### config.mk
export PLATFORM = sky130hd
export DESIGN_NAME = dm_port_arbiter
export DESIGN_NICKNAME = d
export VERILOG_FILES = /design/src/rtl/dm_port_arbiter.sv
export SDC_FILE = /design/constraint.sdc
export NUM_CORES = 1
export LEC_CHECK = 0
export CAP_MARGIN = 5
export CORE_AREA = 2 2 83 85
export CTS_CLUSTER_DIAMETER = 60
export CTS_CLUSTER_SIZE = 8
export DETAILED_ROUTE_END_ITERATION = 10
export DIE_AREA = 0 0 85 87
export DONT_BUFFER_PORTS = 1
export HOLD_SLACK_MARGIN = 0.03
export SKIP_LAST_GASP = 1
export SLEW_MARGIN = 20
export SYNTH_ARGS = -nofsm -noshare
export SYNTH_HDL_FRONTEND = slang
export SYNTH_SLANG_ARGS = --single-unit
### constraint.sdc
create_clock -name clk -period 3.14 [get_ports clk]
set_clock_uncertainty 0.15 [all_clocks]
set_input_delay 0.471 -clock clk [delete_from_list [all_inputs] [get_ports clk]]
set_output_delay 0.471 -clock clk [all_outputs]
set_load 0.01 [all_outputs]
### src/rtl/dm_port_arbiter.sv
// Two-port arbiter for the single-port data memory: CPU (port 0) has fixed
// priority, the DMA (port 1) is guaranteed a slot by a starvation counter.
module dm_port_arbiter #(
  parameter int unsigned STARVE_LIM = 4,
  parameter int unsigned AW         = 12
) (
  input  logic          clk,
  input  logic          rst,

  input  logic          p0_req,
  input  logic          p0_we,
  input  logic [AW-1:0] p0_addr,
  input  logic [31:0]   p0_wdata,
  input  logic [1:0]    p0_mode,
  output logic          p0_gnt,
  output logic          p0_rvalid,
  output logic          p0_err,

  input  logic          p1_req,
  input  logic          p1_we,
  input  logic [AW-1:0] p1_addr,
  input  logic [31:0]   p1_wdata,
  input  logic [1:0]    p1_mode,
  output logic          p1_gnt,
  output logic          p1_rvalid,
  output logic          p1_err,

  output logic [31:0]   rdata,

  output logic [AW-1:0] mem_addr,
  output logic [31:0]   mem_din,
  output logic          mem_we,
  output logic [1:0]    mem_mode,
  input  logic [31:0]   mem_dout
);

  localparam logic [3:0] LIM        = 4'(STARVE_LIM);
  localparam logic [1:0] MODE_WORD  = 2'b00;
  localparam logic [1:0] MODE_ILLEG = 2'b11;

  logic [3:0] starve_q, starve_d;
  logic       rv_valid_q, rv_valid_d;
  logic       rv_sel_q, rv_sel_d;
  logic       rv_err_q, rv_err_d;

  logic       p1_wins;
  logic       granted;
  logic       win_we;
  logic [1:0] win_mode;
  logic       win_illegal;

  always_comb begin
    p1_wins     = p1_req && (!p0_req || (starve_q == LIM));
    granted     = !rst && (p0_req || p1_req);

    // With no request the mux stays on port 0, so its fields appear on the bus.
    mem_addr    = p1_wins ? p1_addr  : p0_addr;
    mem_din     = p1_wins ? p1_wdata : p0_wdata;
    win_we      = p1_wins ? p1_we    : p0_we;
    win_mode    = p1_wins ? p1_mode  : p0_mode;
    win_illegal = (win_mode == MODE_ILLEG);

    p0_gnt      = granted && !p1_wins;
    p1_gnt      = granted && p1_wins;

    // Mode 11 with WE=0 would clear the word, so an illegal access never reaches memory.
    mem_we      = granted && win_we && !win_illegal;
    mem_mode    = (granted && !win_illegal) ? win_mode : MODE_WORD;
  end

  always_comb begin
    starve_d = starve_q;
    if (!p1_req || p1_gnt) begin
      starve_d = 4'd0;
    end else if (starve_q < LIM) begin
      starve_d = starve_q + 4'd1;
    end
    rv_valid_d = granted;
    rv_sel_d   = p1_gnt;
    rv_err_d   = granted && win_illegal;
  end

  always_ff @(posedge clk) begin
    if (rst) begin
      starve_q   <= 4'd0;
      rv_valid_q <= 1'b0;
      rv_sel_q   <= 1'b0;
      rv_err_q   <= 1'b0;
    end else begin
      starve_q   <= starve_d;
      rv_valid_q <= rv_valid_d;
      rv_sel_q   <= rv_sel_d;
      rv_err_q   <= rv_err_d;
    end
  end

  // Reset in the response cycle suppresses the response immediately.
  always_comb begin
    p0_rvalid = !rst && rv_valid_q && !rv_sel_q;
    p1_rvalid = !rst && rv_valid_q && rv_sel_q;
    p0_err    = p0_rvalid && rv_err_q;
    p1_err    = p1_rvalid && rv_err_q;
    rdata     = mem_dout;
  end

endmodule

==> metrics.yaml <==
floorplan:
  die_height_um: 87
  pin_count: 215
  core_sq_mm: 0.006569
  dieArea_sq_mm: 0.007395
  die_w_um: 85
  start_util: 0.1916
  rows: 30
sta:
  final_hold_viol_count: 0
  min_period_ps: 2548
  rsz0062_at_grt: "false"
  drv_slew: 0
  finalSetupViolations: 0
  fin_setup_tns_ps: 0
  worstMarginPinSlew_ps: 484.4
  relSlewSlack: 0.6764
  fmax_mhz: 392.5
  fin_crit_sh: 0.8115
yosys:
  synth_top_family_by_area: "multiplexers"
  yosys_warnings: 0
  ys_types: 24
  synth-seq-cells: 7
  syn-mean-instance-area_sq_um: 9.834
  synthXorXnorAreaFrac: 0.006958
  seq_area_frac_synth: 0.1113
  synthCells: 128
  synthMuxAreaShare: 0.4553
  synth_simple_gate_area_frac: 0.1233
  synth_area_sq_mm: 0.001259
  synth_fa_ha_area_frac: 0.01988
  synth_nets: 260
  synth_compound_area_frac: 0.03479
clocking:
  clk_path_buf_depth: 2
  clock_latency_ps: 220
  tritoncts: "yes"
  cts_setup_buffers: 0
  clock-root-buffer: "clkbuf_8"
  htreeDepth: 1
  cts_hold_buf: 0
  cts_num_sinks: 7
  cts-buffers-inserted: 3
  ctsResizeCount: 0
  clk_pin_slew_ps: 40
critical_path:
  path_class: "flop to output pin"
  reg2reg_from: "starve_q[0]$_SDFFE_PP0N_"
  critPathLaunch: "starve_q[0]$_SDFFE_PP0N_"
  timing.rr.end: "rv_err_q$_SDFF_PP0_"
  worstPathRequired_ps: 2520
  rr_worst_depth: 5
  ff2ff_setup_slack_ps: 1700
  cp_slowest_cell: "mux2_2"
  crit_path_end_kind: "output pin"
  critPathMaxFanout: 44
  path_cells: "inv_1, ha_1, nand3b_4, a21boi_4, buf_12, mux2_2"
  critPathLaunchType: "flop"
  endpoint: "mem_din[17]"
  max_stage_delay_ps: 410
  cp_data_arrival_time_ps: 1930
global_route:
  grt_pass1_vias: 757
  grt_antenna_before_repair: 0
  grt_pass1_wl_um: 3670
  overflow: 0
  track_usage: 0.06281
  grt_max_degree: 45
route:
  viasPerCell: 4.663
  ant_nets: 0
  wl_per_cell_um: 16.09
  drt_pass1_iterations: 4
  drt_iter0_markers: 20
  drc: 0
  dr_total_vias: 816
  routed_wl_um: 2816
placement:
  portBuffers: 0
  place.gp.congestion: 0.9006
  hpwl_um: 2454
cells_and_area:
  syn_to_final_growth_pct: -10.83
  fin_util: 0.1709
  nets: 228
  mostFrequentLayoutCells: "mux2_2, mux2_4, dfxtp_1, nand3b_1"
  final_common_cell: "mux2_2"
  nFillCells: 704
  drive_gt1_frac: 0.5368
  seq_area_sq_um: 140.1
  diodes: 0
  multi_input_area_sq_um: 805.8
power_and_ir_drop:
  ir_drop_mv: 0.2762
  powerDensity_mw_per_mm2: 302.7
  p_leak_nw: 0.3909
job:
  maxCapViolCount: 0
outcome:
  status: "finished clean"
min_path:
  hp-class: "input pin to flop"
sequential cells by signal (all words and copies together) (netlist names):
signal and flops:
rv_err_q 1, rv_sel_q 1, starve_q 4, rv_valid_q 1
final cells by class:
class / count / share of cell area
Timing Repair Buffer: 1 / 0.01784
Inverter: 3 / 0.01003
Tap cell: 80 / 0.08919
Sequential cell: 7 / 0.1249
Clock buffer: 4 / 0.04013
Multi-Input combinational cell: 80 / 0.7179
report_power, final:
part | internal (W) | switching [W]
combinational | 0.0000606 | 0.0000624
sequential | 0.0000920 | 0.00000132
clock | 0.0000876 | 0.0000357
critical path, delay by kind of cell, from the launching register on:
family	cells	cell delay, ps
fa+ha+maj	1	180
flops	1	320
compound gates	1	320
simple gates	1	100
buf+inv	2	340
mux	1	410
per-layer routing:
layer	vias up	track usage	routed length (um)
met2	101	0.1044	1366
met5	-	0	0
li1	344	-	-
met4	0	0.01587	17
met1	365	0.07370	1021
met3	6	0.02844	411
logic make-up after synthesis:
logic type | after synthesis
AOI/OAI and AO/OA | 5
xor gates and xnor gates | 1
adders and majority gates | 2
buffers and inverters | 41
DFF | 7
muxes | 48
and+or+nand+nor | 24
synthesized netlist by cell type, drive strengths merged:
cell	n	area, sq um
inv	3	11.26
dfxtp	7	140.1
and3b	1	8.760
mux2i	4	40.04
mux2	44	533.0
nand3	3	15.01
nor2	4	15.01
nand3b	6	57.56
a21boi	1	18.77
nand2	3	11.26
ha	2	25.02
and2	2	12.51
nor2b	3	18.77
nand4b	1	8.760
buf	38	301.5
nor3b	1	7.510
o21ai	1	5.000
o21ba	1	10.01
xnor2	1	8.760
a21oi	2	10.01
per-stage QoR:
| stage | worst slack, ps | power (W) | cells | instance area [sq um] | hold WS, ps |
|---|---|---|---|---|---|
| after floorplan | 1089 | 0.0002533 | 128 | 1259 | 303.7 |
| after global placement | 840.9 | 0.0002174 | 171 | 1077 | 332.0 |
| after detailed placement | 809.1 | 0.0002184 | 171 | 1077 | 335.0 |
| after CTS | 565.7 | 0.0003447 | 175 | 1122 | 159.6 |
| after global routing | 494.6 | 0.0003570 | 175 | 1122 | 154.3 |
| final | 591.9 | 0.0003397 | 175 | 1122 | 164.8 |
worst min path at each step:
| stage | end | start | cells past startpoint |
|---|---|---|---|
| 2_1_floorplan | starve_q[3]$_SDFFE_PP0N_ | starve_q[3]$_SDFFE_PP0N_ | 2 |
| 3_3_place_gp | starve_q[3]$_SDFFE_PP0N_ | starve_q[3]$_SDFFE_PP0N_ | 2 |
| 3_5_place_dp | starve_q[3]$_SDFFE_PP0N_ | starve_q[3]$_SDFFE_PP0N_ | 2 |
| 4_1_cts | rv_sel_q$_SDFF_PP0_ | rst | 1 |
| 5_1_grt | rv_sel_q$_SDFF_PP0_ | rst | 1 |
| 6_report | rv_sel_q$_SDFF_PP0_ | rst | 1 |
Power figures use the tool's default switching activity.
